File: src/rtl/mini_src_pkg.sv
// Shared Mini-SRC definitions: opcodes, ALU codes, sequencer states,
// step encodings and the control word driven into the datapath.
package mini_src_pkg;

    localparam int ALU_W  = 4;
    localparam int STEP_W = 4;
    localparam int OP_W   = 5;

    // Opcodes as found in IR[31:27]
    localparam logic [OP_W-1:0] OP_LD   = 5'b00000;
    localparam logic [OP_W-1:0] OP_LDI  = 5'b00001;
    localparam logic [OP_W-1:0] OP_ST   = 5'b00010;
    localparam logic [OP_W-1:0] OP_ADD  = 5'b00011;
    localparam logic [OP_W-1:0] OP_SUB  = 5'b00100;
    localparam logic [OP_W-1:0] OP_SHR  = 5'b00101;
    localparam logic [OP_W-1:0] OP_SHL  = 5'b00110;
    localparam logic [OP_W-1:0] OP_ROR  = 5'b00111;
    localparam logic [OP_W-1:0] OP_ROL  = 5'b01000;
    localparam logic [OP_W-1:0] OP_AND  = 5'b01001;
    localparam logic [OP_W-1:0] OP_OR   = 5'b01010;
    localparam logic [OP_W-1:0] OP_ADDI = 5'b01011;
    localparam logic [OP_W-1:0] OP_ANDI = 5'b01100;
    localparam logic [OP_W-1:0] OP_ORI  = 5'b01101;
    localparam logic [OP_W-1:0] OP_MUL  = 5'b01110;
    localparam logic [OP_W-1:0] OP_DIV  = 5'b01111;
    localparam logic [OP_W-1:0] OP_NEG  = 5'b10000;
    localparam logic [OP_W-1:0] OP_NOT  = 5'b10001;
    localparam logic [OP_W-1:0] OP_BR   = 5'b10010;
    localparam logic [OP_W-1:0] OP_JR   = 5'b10011;
    localparam logic [OP_W-1:0] OP_JAL  = 5'b10100;
    localparam logic [OP_W-1:0] OP_IN   = 5'b10101;
    localparam logic [OP_W-1:0] OP_OUT  = 5'b10110;
    localparam logic [OP_W-1:0] OP_MFHI = 5'b10111;
    localparam logic [OP_W-1:0] OP_MFLO = 5'b11000;
    localparam logic [OP_W-1:0] OP_NOP  = 5'b11001;
    localparam logic [OP_W-1:0] OP_HALT = 5'b11010;

    // ALU operation selects understood by the datapath ALU
    localparam logic [ALU_W-1:0] ALU_ADD = 4'h0;
    localparam logic [ALU_W-1:0] ALU_SUB = 4'h1;
    localparam logic [ALU_W-1:0] ALU_AND = 4'h2;
    localparam logic [ALU_W-1:0] ALU_OR  = 4'h3;
    localparam logic [ALU_W-1:0] ALU_SHR = 4'h4;
    localparam logic [ALU_W-1:0] ALU_SHL = 4'h5;
    localparam logic [ALU_W-1:0] ALU_ROR = 4'h6;
    localparam logic [ALU_W-1:0] ALU_ROL = 4'h7;
    localparam logic [ALU_W-1:0] ALU_MUL = 4'h8;
    localparam logic [ALU_W-1:0] ALU_DIV = 4'h9;
    localparam logic [ALU_W-1:0] ALU_NEG = 4'hA;
    localparam logic [ALU_W-1:0] ALU_NOT = 4'hB;

    typedef enum logic [1:0] {
        ST_CLR  = 2'd0,
        ST_IDLE = 2'd1,
        ST_EXEC = 2'd2,
        ST_HALT = 2'd3
    } state_e;

    typedef logic [STEP_W-1:0] step_t;

    localparam step_t T0 = 4'd0;
    localparam step_t T1 = 4'd1;
    localparam step_t T2 = 4'd2;
    localparam step_t T3 = 4'd3;
    localparam step_t T4 = 4'd4;
    localparam step_t T5 = 4'd5;
    localparam step_t T6 = 4'd6;
    localparam step_t T7 = 4'd7;
    localparam step_t T8 = 4'd8;
    localparam step_t T9 = 4'd9;

    // Every control input of the datapath, RAM and select/encode logic
    typedef struct packed {
        logic [ALU_W-1:0] alu_opcode;
        logic reg_clear, mdr_select, inc_pc, gra, grb, grc, ba_read;
        logic regfile_read, hi_read, lo_read, z_hi_read, z_lo_read;
        logic pc_read, mdr_read, inport_read, c_read, mem_read;
        logic regfile_write, hi_write, lo_write, z_write, pc_write;
        logic mdr_write, ir_write, y_write, mar_write, mem_write, outport_write;
        logic con_write, run;
    } ctrl_t;

    // ALU operation applied in the Zin step of an opcode
    function automatic logic [ALU_W-1:0] alu_of(input logic [OP_W-1:0] op);
        logic [ALU_W-1:0] code;
        code = ALU_ADD;
        case (op)
            OP_SUB:          code = ALU_SUB;
            OP_SHR:          code = ALU_SHR;
            OP_SHL:          code = ALU_SHL;
            OP_ROR:          code = ALU_ROR;
            OP_ROL:          code = ALU_ROL;
            OP_AND, OP_ANDI: code = ALU_AND;
            OP_OR,  OP_ORI:  code = ALU_OR;
            OP_MUL:          code = ALU_MUL;
            OP_DIV:          code = ALU_DIV;
            OP_NEG:          code = ALU_NEG;
            OP_NOT:          code = ALU_NOT;
            default:         code = ALU_ADD;
        endcase
        return code;
    endfunction

    // Final step of an instruction; opcodes without an execute phase end at T3
    function automatic step_t last_step_of(input logic [OP_W-1:0] op);
        step_t s;
        s = T3;
        case (op)
            OP_LD:                                 s = T9;
            OP_ST:                                 s = T8;
            OP_MUL, OP_DIV, OP_BR:                 s = T7;
            OP_ADD, OP_SUB, OP_SHR, OP_SHL, OP_ROR,
            OP_ROL, OP_AND, OP_OR, OP_ADDI, OP_ANDI,
            OP_ORI, OP_LDI:                        s = T6;
            OP_NEG, OP_NOT:                        s = T5;
            OP_JR, OP_IN, OP_OUT, OP_MFHI, OP_MFLO: s = T4;
            OP_NOP, OP_JAL, OP_HALT:               s = T3;
            default:                               s = T3;
        endcase
        return s;
    endfunction

endpackage

File: src/rtl/cu_step_decode.sv
// Combinational step decoder: turns (state, step, opcode, branch flag)
// into the full Moore control word for the current cycle.
module cu_step_decode
    import mini_src_pkg::*;
(
    input  state_e          i_state,
    input  step_t           i_step,
    input  logic [OP_W-1:0] i_opcode,
    input  logic            i_con,
    output ctrl_t           o_ctrl
);

    logic [ALU_W-1:0] w_alu;
    logic             w_is_imm;

    assign w_alu    = alu_of(i_opcode);
    assign w_is_imm = (i_opcode == OP_ADDI) || (i_opcode == OP_ANDI) || (i_opcode == OP_ORI);

    // Decode one control word per step; anything not named stays 0
    always_comb begin
        // NOTE: clearing the whole word first keeps every field assigned on every path, so no latches.
        o_ctrl = '0;
        case (i_state)
            ST_CLR:  o_ctrl.reg_clear = 1'b1;
            ST_IDLE: o_ctrl.run       = 1'b1;
            ST_HALT: o_ctrl.run       = 1'b0;
            ST_EXEC: begin
                o_ctrl.run = 1'b1;
                case (i_step)
                    T0: begin
                        o_ctrl.pc_read   = 1'b1;
                        o_ctrl.mar_write = 1'b1;
                        o_ctrl.inc_pc    = 1'b1;
                        o_ctrl.pc_write  = 1'b1;
                    end
                    T1: o_ctrl.mem_read = 1'b1;
                    T2: begin
                        o_ctrl.mdr_select = 1'b1;
                        o_ctrl.mdr_write  = 1'b1;
                    end
                    T3: begin
                        o_ctrl.mdr_read = 1'b1;
                        o_ctrl.ir_write = 1'b1;
                    end
                    default: begin
                        case (i_opcode)
                            OP_ADD, OP_SUB, OP_SHR, OP_SHL, OP_ROR, OP_ROL, OP_AND, OP_OR,
                            OP_ADDI, OP_ANDI, OP_ORI: begin
                                case (i_step)
                                    T4: begin
                                        o_ctrl.grb          = 1'b1;
                                        o_ctrl.regfile_read = 1'b1;
                                        o_ctrl.y_write      = 1'b1;
                                    end
                                    T5: begin
                                        o_ctrl.c_read       = w_is_imm;
                                        o_ctrl.grc          = !w_is_imm;
                                        o_ctrl.regfile_read = !w_is_imm;
                                        o_ctrl.alu_opcode   = w_alu;
                                        o_ctrl.z_write      = 1'b1;
                                    end
                                    T6: begin
                                        o_ctrl.z_lo_read     = 1'b1;
                                        o_ctrl.gra           = 1'b1;
                                        o_ctrl.regfile_write = 1'b1;
                                    end
                                    default: ;
                                endcase
                            end
                            OP_LDI, OP_LD, OP_ST: begin
                                case (i_step)
                                    T4: begin
                                        o_ctrl.grb     = 1'b1;
                                        o_ctrl.ba_read = 1'b1;
                                        o_ctrl.y_write = 1'b1;
                                    end
                                    T5: begin
                                        o_ctrl.c_read  = 1'b1;
                                        o_ctrl.z_write = 1'b1;
                                    end
                                    T6: begin
                                        o_ctrl.z_lo_read = 1'b1;
                                        if (i_opcode == OP_LDI) begin
                                            o_ctrl.gra           = 1'b1;
                                            o_ctrl.regfile_write = 1'b1;
                                        end else begin
                                            o_ctrl.mar_write = 1'b1;
                                        end
                                    end
                                    T7: begin
                                        if (i_opcode == OP_LD) begin
                                            o_ctrl.mem_read = 1'b1;
                                        end else if (i_opcode == OP_ST) begin
                                            o_ctrl.gra          = 1'b1;
                                            o_ctrl.regfile_read = 1'b1;
                                            o_ctrl.mdr_write    = 1'b1;
                                        end
                                    end
                                    T8: begin
                                        if (i_opcode == OP_LD) begin
                                            o_ctrl.mdr_select = 1'b1;
                                            o_ctrl.mdr_write  = 1'b1;
                                        end else if (i_opcode == OP_ST) begin
                                            o_ctrl.mem_write = 1'b1;
                                        end
                                    end
                                    T9: begin
                                        if (i_opcode == OP_LD) begin
                                            o_ctrl.mdr_read      = 1'b1;
                                            o_ctrl.gra           = 1'b1;
                                            o_ctrl.regfile_write = 1'b1;
                                        end
                                    end
                                    default: ;
                                endcase
                            end
                            OP_MUL, OP_DIV: begin
                                case (i_step)
                                    T4: begin
                                        o_ctrl.gra          = 1'b1;
                                        o_ctrl.regfile_read = 1'b1;
                                        o_ctrl.y_write      = 1'b1;
                                    end
                                    T5: begin
                                        o_ctrl.grb          = 1'b1;
                                        o_ctrl.regfile_read = 1'b1;
                                        o_ctrl.alu_opcode   = w_alu;
                                        o_ctrl.z_write      = 1'b1;
                                    end
                                    T6: begin
                                        o_ctrl.z_lo_read = 1'b1;
                                        o_ctrl.lo_write  = 1'b1;
                                    end
                                    T7: begin
                                        o_ctrl.z_hi_read = 1'b1;
                                        o_ctrl.hi_write  = 1'b1;
                                    end
                                    default: ;
                                endcase
                            end
                            OP_NEG, OP_NOT: begin
                                case (i_step)
                                    T4: begin
                                        o_ctrl.grb          = 1'b1;
                                        o_ctrl.regfile_read = 1'b1;
                                        o_ctrl.alu_opcode   = w_alu;
                                        o_ctrl.z_write      = 1'b1;
                                    end
                                    T5: begin
                                        o_ctrl.z_lo_read     = 1'b1;
                                        o_ctrl.gra           = 1'b1;
                                        o_ctrl.regfile_write = 1'b1;
                                    end
                                    default: ;
                                endcase
                            end
                            OP_BR: begin
                                case (i_step)
                                    T4: begin
                                        o_ctrl.gra          = 1'b1;
                                        o_ctrl.regfile_read = 1'b1;
                                        o_ctrl.con_write    = 1'b1;
                                    end
                                    T5: begin
                                        o_ctrl.pc_read = 1'b1;
                                        o_ctrl.y_write = 1'b1;
                                    end
                                    T6: begin
                                        o_ctrl.c_read  = 1'b1;
                                        o_ctrl.z_write = 1'b1;
                                    end
                                    T7: begin
                                        // Target is always computed; PC only loads when taken
                                        o_ctrl.z_lo_read = 1'b1;
                                        o_ctrl.pc_write  = i_con;
                                    end
                                    default: ;
                                endcase
                            end
                            OP_JR: if (i_step == T4) begin
                                o_ctrl.gra          = 1'b1;
                                o_ctrl.regfile_read = 1'b1;
                                o_ctrl.pc_write     = 1'b1;
                            end
                            OP_IN: if (i_step == T4) begin
                                o_ctrl.inport_read   = 1'b1;
                                o_ctrl.gra           = 1'b1;
                                o_ctrl.regfile_write = 1'b1;
                            end
                            OP_OUT: if (i_step == T4) begin
                                o_ctrl.gra           = 1'b1;
                                o_ctrl.regfile_read  = 1'b1;
                                o_ctrl.outport_write = 1'b1;
                            end
                            OP_MFHI: if (i_step == T4) begin
                                o_ctrl.hi_read       = 1'b1;
                                o_ctrl.gra           = 1'b1;
                                o_ctrl.regfile_write = 1'b1;
                            end
                            OP_MFLO: if (i_step == T4) begin
                                o_ctrl.lo_read       = 1'b1;
                                o_ctrl.gra           = 1'b1;
                                o_ctrl.regfile_write = 1'b1;
                            end
                            default: ;
                        endcase
                    end
                endcase
            end
            default: o_ctrl = '0;
        endcase
    end

endmodule

File: src/rtl/control_unit.sv
// Mini-SRC control sequencer: CLR/IDLE/EXEC/HALT state machine with a
// step counter; the control word itself comes from cu_step_decode.
module control_unit
    import mini_src_pkg::*;
(
    input  logic             clk,
    input  logic             in_reset_n,
    input  logic             in_run,
    input  logic [31:0]      in_ir,
    input  logic             in_con,
    output logic [ALU_W-1:0] out_alu_opcode,
    output logic             out_reg_clear,
    output logic             out_mdr_select,
    output logic             out_inc_pc,
    output logic             out_gra,
    output logic             out_grb,
    output logic             out_grc,
    output logic             out_ba_read,
    output logic             out_regfile_read,
    output logic             out_hi_read,
    output logic             out_lo_read,
    output logic             out_z_hi_read,
    output logic             out_z_lo_read,
    output logic             out_pc_read,
    output logic             out_mdr_read,
    output logic             out_inport_read,
    output logic             out_c_read,
    output logic             out_mem_read,
    output logic             out_regfile_write,
    output logic             out_hi_write,
    output logic             out_lo_write,
    output logic             out_z_write,
    output logic             out_pc_write,
    output logic             out_mdr_write,
    output logic             out_ir_write,
    output logic             out_y_write,
    output logic             out_mar_write,
    output logic             out_mem_write,
    output logic             out_outport_write,
    output logic             out_con_write,
    output logic             out_run
);

    state_e          r_state;
    state_e          w_state_next;
    step_t           r_step;
    step_t           w_step_next;
    logic [OP_W-1:0] w_opcode;
    logic            w_last;
    logic            w_unused_ir;
    ctrl_t           w_ctrl;

    // Only the opcode field steers sequencing; operand fields go to select/encode.
    // The no-execute opcodes are recognised at T3, so the opcode on in_ir must
    // already be the incoming instruction's by the end of that step.
    assign w_opcode    = in_ir[31:27];
    assign w_unused_ir = ^in_ir[26:0];
    assign w_last      = (r_step >= last_step_of(w_opcode));

    // State and step registers; reset aborts any instruction at once
    always_ff @(posedge clk or negedge in_reset_n) begin
        if (!in_reset_n) begin
            r_state <= ST_CLR;
            r_step  <= T0;
        end else begin
            // NOTE: non-blocking updates so both registers see pre-edge values of each other.
            r_state <= w_state_next;
            r_step  <= w_step_next;
        end
    end

    // Next state: fetch/execute sequencing, instruction end per in_run, halt trap
    always_comb begin
        w_state_next = r_state;
        w_step_next  = r_step;
        case (r_state)
            ST_CLR: begin
                w_state_next = ST_IDLE;
                w_step_next  = T0;
            end
            ST_IDLE: begin
                w_step_next = T0;
                if (in_run) begin
                    w_state_next = ST_EXEC;
                end
            end
            ST_EXEC: begin
                if (w_last) begin
                    w_step_next = T0;
                    if (w_opcode == OP_HALT) begin
                        w_state_next = ST_HALT;
                    end else if (in_run) begin
                        w_state_next = ST_EXEC;
                    end else begin
                        w_state_next = ST_IDLE;
                    end
                end else begin
                    w_step_next = r_step + step_t'(1);
                end
            end
            ST_HALT: begin
                w_state_next = ST_HALT;
                w_step_next  = T0;
            end
            default: begin
                w_state_next = ST_CLR;
                w_step_next  = T0;
            end
        endcase
    end

    cu_step_decode u_step_decode (
        .i_state  (r_state),
        .i_step   (r_step),
        .i_opcode (w_opcode),
        .i_con    (in_con),
        .o_ctrl   (w_ctrl)
    );

    assign out_alu_opcode    = w_ctrl.alu_opcode;
    assign out_reg_clear     = w_ctrl.reg_clear;
    assign out_mdr_select    = w_ctrl.mdr_select;
    assign out_inc_pc        = w_ctrl.inc_pc;
    assign out_gra           = w_ctrl.gra;
    assign out_grb           = w_ctrl.grb;
    assign out_grc           = w_ctrl.grc;
    assign out_ba_read       = w_ctrl.ba_read;
    assign out_regfile_read  = w_ctrl.regfile_read;
    assign out_hi_read       = w_ctrl.hi_read;
    assign out_lo_read       = w_ctrl.lo_read;
    assign out_z_hi_read     = w_ctrl.z_hi_read;
    assign out_z_lo_read     = w_ctrl.z_lo_read;
    assign out_pc_read       = w_ctrl.pc_read;
    assign out_mdr_read      = w_ctrl.mdr_read;
    assign out_inport_read   = w_ctrl.inport_read;
    assign out_c_read        = w_ctrl.c_read;
    assign out_mem_read      = w_ctrl.mem_read;
    assign out_regfile_write = w_ctrl.regfile_write;
    assign out_hi_write      = w_ctrl.hi_write;
    assign out_lo_write      = w_ctrl.lo_write;
    assign out_z_write       = w_ctrl.z_write;
    assign out_pc_write      = w_ctrl.pc_write;
    assign out_mdr_write     = w_ctrl.mdr_write;
    assign out_ir_write      = w_ctrl.ir_write;
    assign out_y_write       = w_ctrl.y_write;
    assign out_mar_write     = w_ctrl.mar_write;
    assign out_mem_write     = w_ctrl.mem_write;
    assign out_outport_write = w_ctrl.outport_write;
    assign out_con_write     = w_ctrl.con_write;
    assign out_run           = w_ctrl.run;

endmodule

File: config.mk
export PLATFORM = sky130hd
export DESIGN_NAME = control_unit
export DESIGN_NICKNAME = d
export VERILOG_FILES = /design/src/rtl/mini_src_pkg.sv /design/src/rtl/cu_step_decode.sv /design/src/rtl/control_unit.sv
export SDC_FILE = /design/constraint.sdc
export NUM_CORES = 1
export LEC_CHECK = 0
export ABC_AREA = 1
export ABC_CLOCK_PERIOD_IN_PS = 1800
export CAP_MARGIN = 5
export CORE_MARGIN = 3
export CORE_UTILIZATION = 41
export CTS_CLUSTER_DIAMETER = 100
export DETAILED_ROUTE_END_ITERATION = 10
export HOLD_SLACK_MARGIN = 0.1
export PLACE_DENSITY = 0.82
export SETUP_SLACK_MARGIN = 0.02
export SLEW_MARGIN = 20
export SYNTH_ARGS = -nofsm -noshare
export SYNTH_HDL_FRONTEND = slang
export SYNTH_HIERARCHICAL = 1
export SYNTH_SLANG_ARGS = --single-unit
File: constraint.sdc
create_clock -name clk -period 1.8 [get_ports clk]
set_input_delay 0.18 -clock clk [delete_from_list [all_inputs] [get_ports clk]]
set_output_delay 0.18 -clock clk [all_outputs]
set_load 0.02 [all_outputs]
==> metrics.md, run 1 <==
| Metric | Value |
|---|---|
| Fmax | 535.4 MHz |
| Top cells by area, synth | nand2_1, dfrtp_1, nor2_1, inv_1, ha_1 |
| Post-layout min period | 1.868 ns |
| Net Sw Frac | 51.10% |
| Worst-path clk slew | 0.05 ns |
| GRT Overall Usage | 26.47% |
| DP HPWL | 3749 um |
| H-tree levels | 1 |
| Register area share after synthesis | 10.84% |
| Synth Area in Adders | 7.227% |
| GP Congestion | 0.9721 |
| Clk buf depth | 2 |
| Unique masters post-synth | 34 |
| Initial antenna violation count | 0 |
| First-pass GRT wire length | 8866 um |
| Hold Crit Class | primary input to async pin |
| Core ar. | 0.003128 sq mm |
| Rows | 20 |
| Simple logic cell fraction of the synthesized area | 51.94% |
| Die area | 0.004111 sq mm |
| Final period util | 103.8% |
| I/O pins | 70 |
| Static Leak | 1.370 nW |
| Vias per cell | 5.404 |
| CTS root buf | clkbuf_4 |
| DRC | 0 |
| Die Height | 64.12 um |
| Largest family of logic cells by synthesized area | simple AND/OR/NAND/NOR gates |
| Peak supply drop | 0.8276 mV |
| Post-Syn Area | 0.001385 sq mm |
| Failing checks | negative setup slack |
| Clock Latency Late Sink | 0.26 ns |
| Final core utilization | 85.48% |
| Status | complete, but fails checks |
| Fin. max-slew vios | 0 |
| Total gr overflow | 0 |
| Hold Slack | 0.1683 ns |
| CP startpoint kind | primary input |
| Crit Path Max Fanout | 6 |
| Mux contribution to synthesized area | 0% |
| Power per cell area | 774.8 mW/mm^2 |
| Die Wd | 64.12 um |
| Unrepaired setup endpoints after global routing | yes |
| Syn Inst Count | 238 |
| Synthesis-to-finish area growth | 93.04% |
| Kind of critical path | primary input to register |
| Setup crit end kind | register |
| YS warnings | 6 |
| Max_cap viols | 0 |
| Comb power frac | 82.1% |
| Post-synthesis compound-gate area fraction | 13.01% |
| Layout Nets | 403 |
| Yosys top cell by area | nand2_1 |
| Layout cell share with drive strength beyond 1 | 58.54% |
| FILL cells | 161 |
| Final WL | 6512 um |
| Port-buffer cells | 42 |
| Avg WL per Cell | 16.24 um |
| Syn Nets | 282 |
| Crit path required time | 1.93 ns |
| Avg Synthesized Cell Area | 5.820 sq um |
| TritonRoute pass-1 iters | 5 |
| Finish-stage setup viols | 16 |
| TritonCTS clock tree | yes |
| Num Clock Sinks | 6 |
| Vias in the first global route | 1972 |
| Post-synth top area share | 13.01% |
| Skew final | 0.01373 ns |
| Sequential share of power | 11.6% |
| WP data arrival | 2.00 ns |
| DRT iter0 DRCs | 220 |
| Routed via count | 2167 |
| Internal | 0.001013 W |
| Antenna Violating Nets Remaining | 0 |
| Worst Max-Slew Pin Slew | 0.3151 ns |
| CTS buffer count | 3 |
| Final WS setup | -0.06791 ns |
| Largest net degree at the start of global routing | 11 |
| Clk pwr share | 6.3% |
| Initial core utilization | 44.28% |
| Max-slew headroom | 78.90% |
| ANT cells | 0 |
| Synthesis-stage register bit count | 6 |
| Switching pwr | 0.001059 W |
| XOR/XNOR share of the synthesized area | 1.265% |
| Final Hold Vio Count | 0 |
==> cell usage in the layout (no fill, tap or decap), drive strengths merged <==
cell type / n
dfrtp: 6
clkdlybuf4s50: 3
nor2: 49
ha: 8
xor2: 1
nor3b: 1
o31ai: 1
xnor2: 1
a211oi: 1
a31oi: 4
a311oi: 1
o22ai: 3
nand2: 58
nand4: 3
nand3: 23
o211ai: 1
nor4: 1
clkdlybuf4s15: 6
inv: 43
buf: 107
o21ai: 8
dlygate4sd2: 4
nor3: 5
a21oi: 13
dlymetal6s2s: 1
clkbuf: 5
==> metrics by stage <==
step                      setup WS [ns]  TNS (ns)  std cells  instance area (sq um)  power (W)
after detailed placement        -0.5458    -16.47        380                   2298   0.001573
after global routing            -0.1520    -2.234        401                   2674   0.002201
final                          -0.06791   -0.5399        401                   2674   0.002072
after global placement          -0.5129    -15.09        380                   2298   0.001544
after CTS                       0.01062         0        392                   2396   0.001705
after floorplan                 0.08434         0        238                   1391  0.0008868
==> power by group through the flow <==
| stage | logic, W | registers, W | clock network (W) |
|---|---|---|---|
| finish | 0.00170 | 0.000241 | 0.000130 |
| global route | 0.00182 | 0.000248 | 0.000137 |
| floorplan | 0.000661 | 0.000226 | 0 |
| detailed placement | 0.00136 | 0.000212 | 0 |
| CTS | 0.00137 | 0.000212 | 0.000124 |
| global placement | 0.00133 | 0.000211 | 0 |
==> kinds of logic (layout without fill, tap and decap cells) <==
family | count (synthesis) | after routing
AOI/OAI and AO/OA | 32 | 32
xor gates and xnor gates | 2 | 2
adders and majority gates | 8 | 8
buffers and inverters | 50 | 169
DFF | 6 | 6
and+or+nand+nor | 140 | 140
==> synth_stat cells (all sizes together) <==
cell type	instances
o211ai	1
nor2	49
buf	7
a31oi	4
xnor2	1
nor3	5
nor4	1
a21oi	13
o22ai	3
dfrtp	6
a211oi	1
o31ai	1
nand3	23
a311oi	1
nor3b	1
xor2	1
ha	8
o21ai	8
nand2	58
nand4	3
inv	43
==> state kept, by name, indices dropped and copies added, names as in the netlist <==
| signal | cells |
|---|---|
| r_step | 4 |
| r_state | 2 |
==> cell type report <==
class / instances / area [sq um] / area share (%)
multi-input cells: 182 / 1251 / 46.79
clock buffers: 3 / 22.52 / 0.8423
repair buffers: 123 / 1028 / 38.47
well taps: 44 / 55.05 / 2.059
inverters: 43 / 163.9 / 6.130
flip-flops and latches: 6 / 152.6 / 5.709
==> worst max-delay path, stage by stage <==
cell	delay, ns
clkdlybuf4s15_1	0.17
buf_6	0.13
buf_6	0.13
nor2_4	0.14
buf_6	0.12
nor2_1	0.04
o21ai_1	0.18
nand2_1	0.10
ha_1	0.31
o21ai_1	0.10
nand2_1	0.09
nand2_2	0.10
nand2_4	0.09
nand2_1	0.07
nand2_1	0.04
==> path summary, 6_finish.rpt <==
check / depth (start not counted) / endpoint / from / slack, ns
worst max-delay path: 15 / r_state[0] / in_ir[27] / -0.07
worst min-delay path: 1 / r_step[3] / in_reset_n / 0.17
worst max register to register: 10 / r_state[0] / r_step[0] / 0.11
worst min register to register: 3 / r_step[0] / r_step[0] / 0.75
max in group asynchronous: 1 / r_step[1] / in_reset_n / 1.37
min in group clk: 4 / r_state[0] / in_run / 0.64
==> metal layers <==
metal	track usage, %	up-vias	share of wire, %
li1	-	1004	-
met1	32.48	983	38
met2	47.35	147	51
met3	4.218	33	7.2
met4	7.388	0	4.1
met5	0	-	0
==> timing repair <==
action                     CTS  global route
gates resized for setup    175            75
setup endpoints to repair   39            39
pin swaps                   14            26
buffers inserted             9             9
hold buffers                 0             0
Power figures use the tool's default switching activity.
==> run 2, diff against run 1 <==
--- a/config.mk
+++ b/config.mk
@@ -6,14 +6,12 @@
 export NUM_CORES = 1
 export LEC_CHECK = 0
 export ABC_AREA = 1
-export ABC_CLOCK_PERIOD_IN_PS = 1800
 export CAP_MARGIN = 5
 export CORE_MARGIN = 3
-export CORE_UTILIZATION = 41
+export CORE_UTILIZATION = 30
 export CTS_CLUSTER_DIAMETER = 100
 export DETAILED_ROUTE_END_ITERATION = 10
 export HOLD_SLACK_MARGIN = 0.1
-export PLACE_DENSITY = 0.82
 export SETUP_SLACK_MARGIN = 0.02
 export SLEW_MARGIN = 20
 export SYNTH_ARGS = -nofsm -noshare
==> run 2 against run 1 <==
Effect of this change:
- the run now ends clean
- die area is 33% higher
- critical path depth is 5 lower
- flip-flop and latch count stayed put
- cell count is 0.50% higher
- critical path type is now register to primary output
- largest power group unchanged
- highest routed layer unchanged
==> metrics.md, run 2 (same netlist as run 1, synthesis figures left out) <==
| Metric | Value |
|---|---|
| Die Height | 73.95 um (+15%) |
| Synthesis-to-finish area growth | 85.73% |
| Fmax | 562.2 MHz (+5.0%) |
| Unrepaired setup endpoints after global routing | yes |
| Crit Path Max Fanout | 6 (unchanged) |
| RR Startpoint | r_step[1] |
| Hold Slack | 0.2011 ns (+0.03283 ns) |
| Port-buffer cells | 42 (unchanged) |
| WP data arrival | 1.60 ns (-0.40 ns) |
| Max-slew headroom | 82.52% (+3.6 points) |
| ANT cells | 0 (unchanged) |
| Layout Nets | 397 (-1.5%) |
| Routed via count | 1912 (-12%) |
| CTS root buf | clkbuf_8 |
| GP Congestion | 0.9066 (-6.7%) |
| Crit path required time | 1.62 ns (-0.31 ns) |
| Layout cell share with drive strength beyond 1 | 54.13% (-4.4 points) |
| Biggest register | r_step |
| FILL cells | 424 (+160%) |
| Die Wd | 73.95 um (+15%) |
| Die area | 0.005468 sq mm (+33%) |
| Core ar. | 0.004414 sq mm (+41%) |
| First-pass GRT wire length | 7438 um (-16%) |
| Most frequent cells in the layout | buf_4, nand2_1, nor2_1, inv_1, nand3_1 |
| Setup_tns | 0 ns (+0.5399 ns) |
| Vias per cell | 4.744 (-12%) |
| Hold Crit Class | primary input to async pin |
| Skew final | 0.0003207 ns (-0.01341 ns) |
| Status | finished, final reports clean |
| Power per cell area | 760.0 mW/mm^2 (-1.9%) |
| Final std cells w/o fill | 403 (+0.50%) |
| Clk buf depth | 2 (unchanged) |
| Clock Latency Late Sink | 0.22 ns (-0.04 ns) |
| R2R Setup Slk | 0.28 ns (+0.17 ns) |
| Final Hold Vio Count | 0 (unchanged) |
| Max_cap viols | 0 (unchanged) |
| Peak supply drop | 0.7559 mV (-8.7%) |
| Setup crit end kind | primary output |
| Largest net degree at the start of global routing | 11 (unchanged) |
| Final WL | 4837 um (-26%) |
| Placed cells | 389 (+2.4%) |
| Post-CTS Hold Buffers | 0 (unchanged) |
| Total gr overflow | 0 (unchanged) |
| CP startpoint | r_step[1] |
| CP startpoint kind | register |
| Num Clock Sinks | 6 (unchanged) |
| FF+latch area | 152.6 sq um (unchanged) |
| Initial antenna violation count | 0 (unchanged) |
| Final instance area | 0.002572 sq mm (-3.8%) |
| H-tree levels | 1 (unchanged) |
| Kind of critical path | register to primary output |
| TritonRoute pass-1 iters | 5 (unchanged) |
| Worst Max-Slew Pin Slew | 0.2614 ns (-0.05366 ns) |
| Post-Place Cell Area | 0.002341 sq mm (+1.9%) |
| GRT Overall Usage | 16.75% (-9.7 points) |
| Avg WL per Cell | 12.00 um (-26%) |
| Max FFs per register | 4 (unchanged) |
| Area of the multi-input gates | 0.001187 sq mm (-5.1%) |
| Static Leak | 1.356 nW (-1.0%) |
| CTS buffer count | 3 (unchanged) |
| Worst-path clk slew | 0.03 ns (-0.02 ns) |
| Antenna Violating Nets Remaining | 0 (unchanged) |
| DP HPWL | 3686 um (-1.7%) |
| Largest regs | r_step (4), r_state (2) |
| Power, Total | 0.001955 W (-5.6%) |
| Most common cell after layout, fill and taps aside | buf_4 |
| DRC | 0 (unchanged) |
| DRT iter0 DRCs | 114 (-48%) |
| I/O pins | 70 (unchanged) |
| Fin. max-slew vios | 0 (unchanged) |
| TritonCTS clock tree | yes |
| Finish-stage setup viols | 0 (-16) |
| Vias in the first global route | 1729 (-12%) |
| Final period util | 98.81% (-5.0 points) |
| Post-layout min period | 1.779 ns (-0.08930 ns) |
| Initial core utilization | 31.38% (-13 points) |
| Rows | 24 (+20%) |
-- run 2: changes by cell type in the layout (fill, tap and decap cells not counted), sizes merged --
cell           change
dlygate4sd2        -1
clkdlybuf4s15      -3
buf                -1
clkbuf             -1
-- run 2: final timing paths --
path,cells after the start,end
hold reg to reg,2,r_step[0]
setup reg to reg,9,r_state[0]
max in group asynchronous,1,r_step[0]
min in group clk,4,r_state[0]
hold / removal,1,r_state[0]
setup / recovery,10,out_gra
-- run 2: metal layers --
metal | up-vias | global-route usage [%] | part of all wire, %
met5 | - | 0 | 0
met4 | 0 | 3.622 | 0.97
met3 | 7 | 0.8108 | 4.5
met2 | 47 | 33.17 | 55
met1 | 862 | 19.54 | 40
li1 | 996 | - | -
-- run 2: layout make-up --
type | count | area share [%]
clock buffer | 3 | 1.605
inverter | 43 | 6.469
multi-input combinational | 182 | 46.16
sequential | 6 | 5.934
tap | 52 | 2.529
timing repair buffer | 117 | 37.31
-- run 2: what timing repair did --
item                       CTS  global route
hold endpoints to repair     0             0
resized for setup          171            59
setup endpoints to repair   39            38
pin swaps                   12            22
setup buffers                8             3
-- run 2: power breakdown --
| part | switching, W | internal [W] |
|---|---|---|
| registers | 0.0000536 | 0.000182 |
| clock network | 0.0000510 | 0.000143 |
| logic | 0.000803 | 0.000723 |
| total | 0.000908 | 0.00105 |
-- run 2: critical path, cell delays in order (launching register included) --
cell and delay, ns:
dfrtp_2 0.44, inv_2 0.09, nand2_4 0.06, nor2_4 0.18, inv_2 0.08, nor2_4 0.11, inv_1 0.05, nand3_1 0.07
nor2_1 0.05, nor2_1 0.10, buf_4 0.14
-- run 2: metrics by stage --
stage	worst slack, ns	utilization (%)
4_1_cts	0.001461	55.44
5_1_grt	-0.08604	58.28
2_1_floorplan	0.08434	-
3_3_place_gp	-0.5379	53.03
3_5_place_dp	-0.5432	53.03
6_report	0.02139	58.28
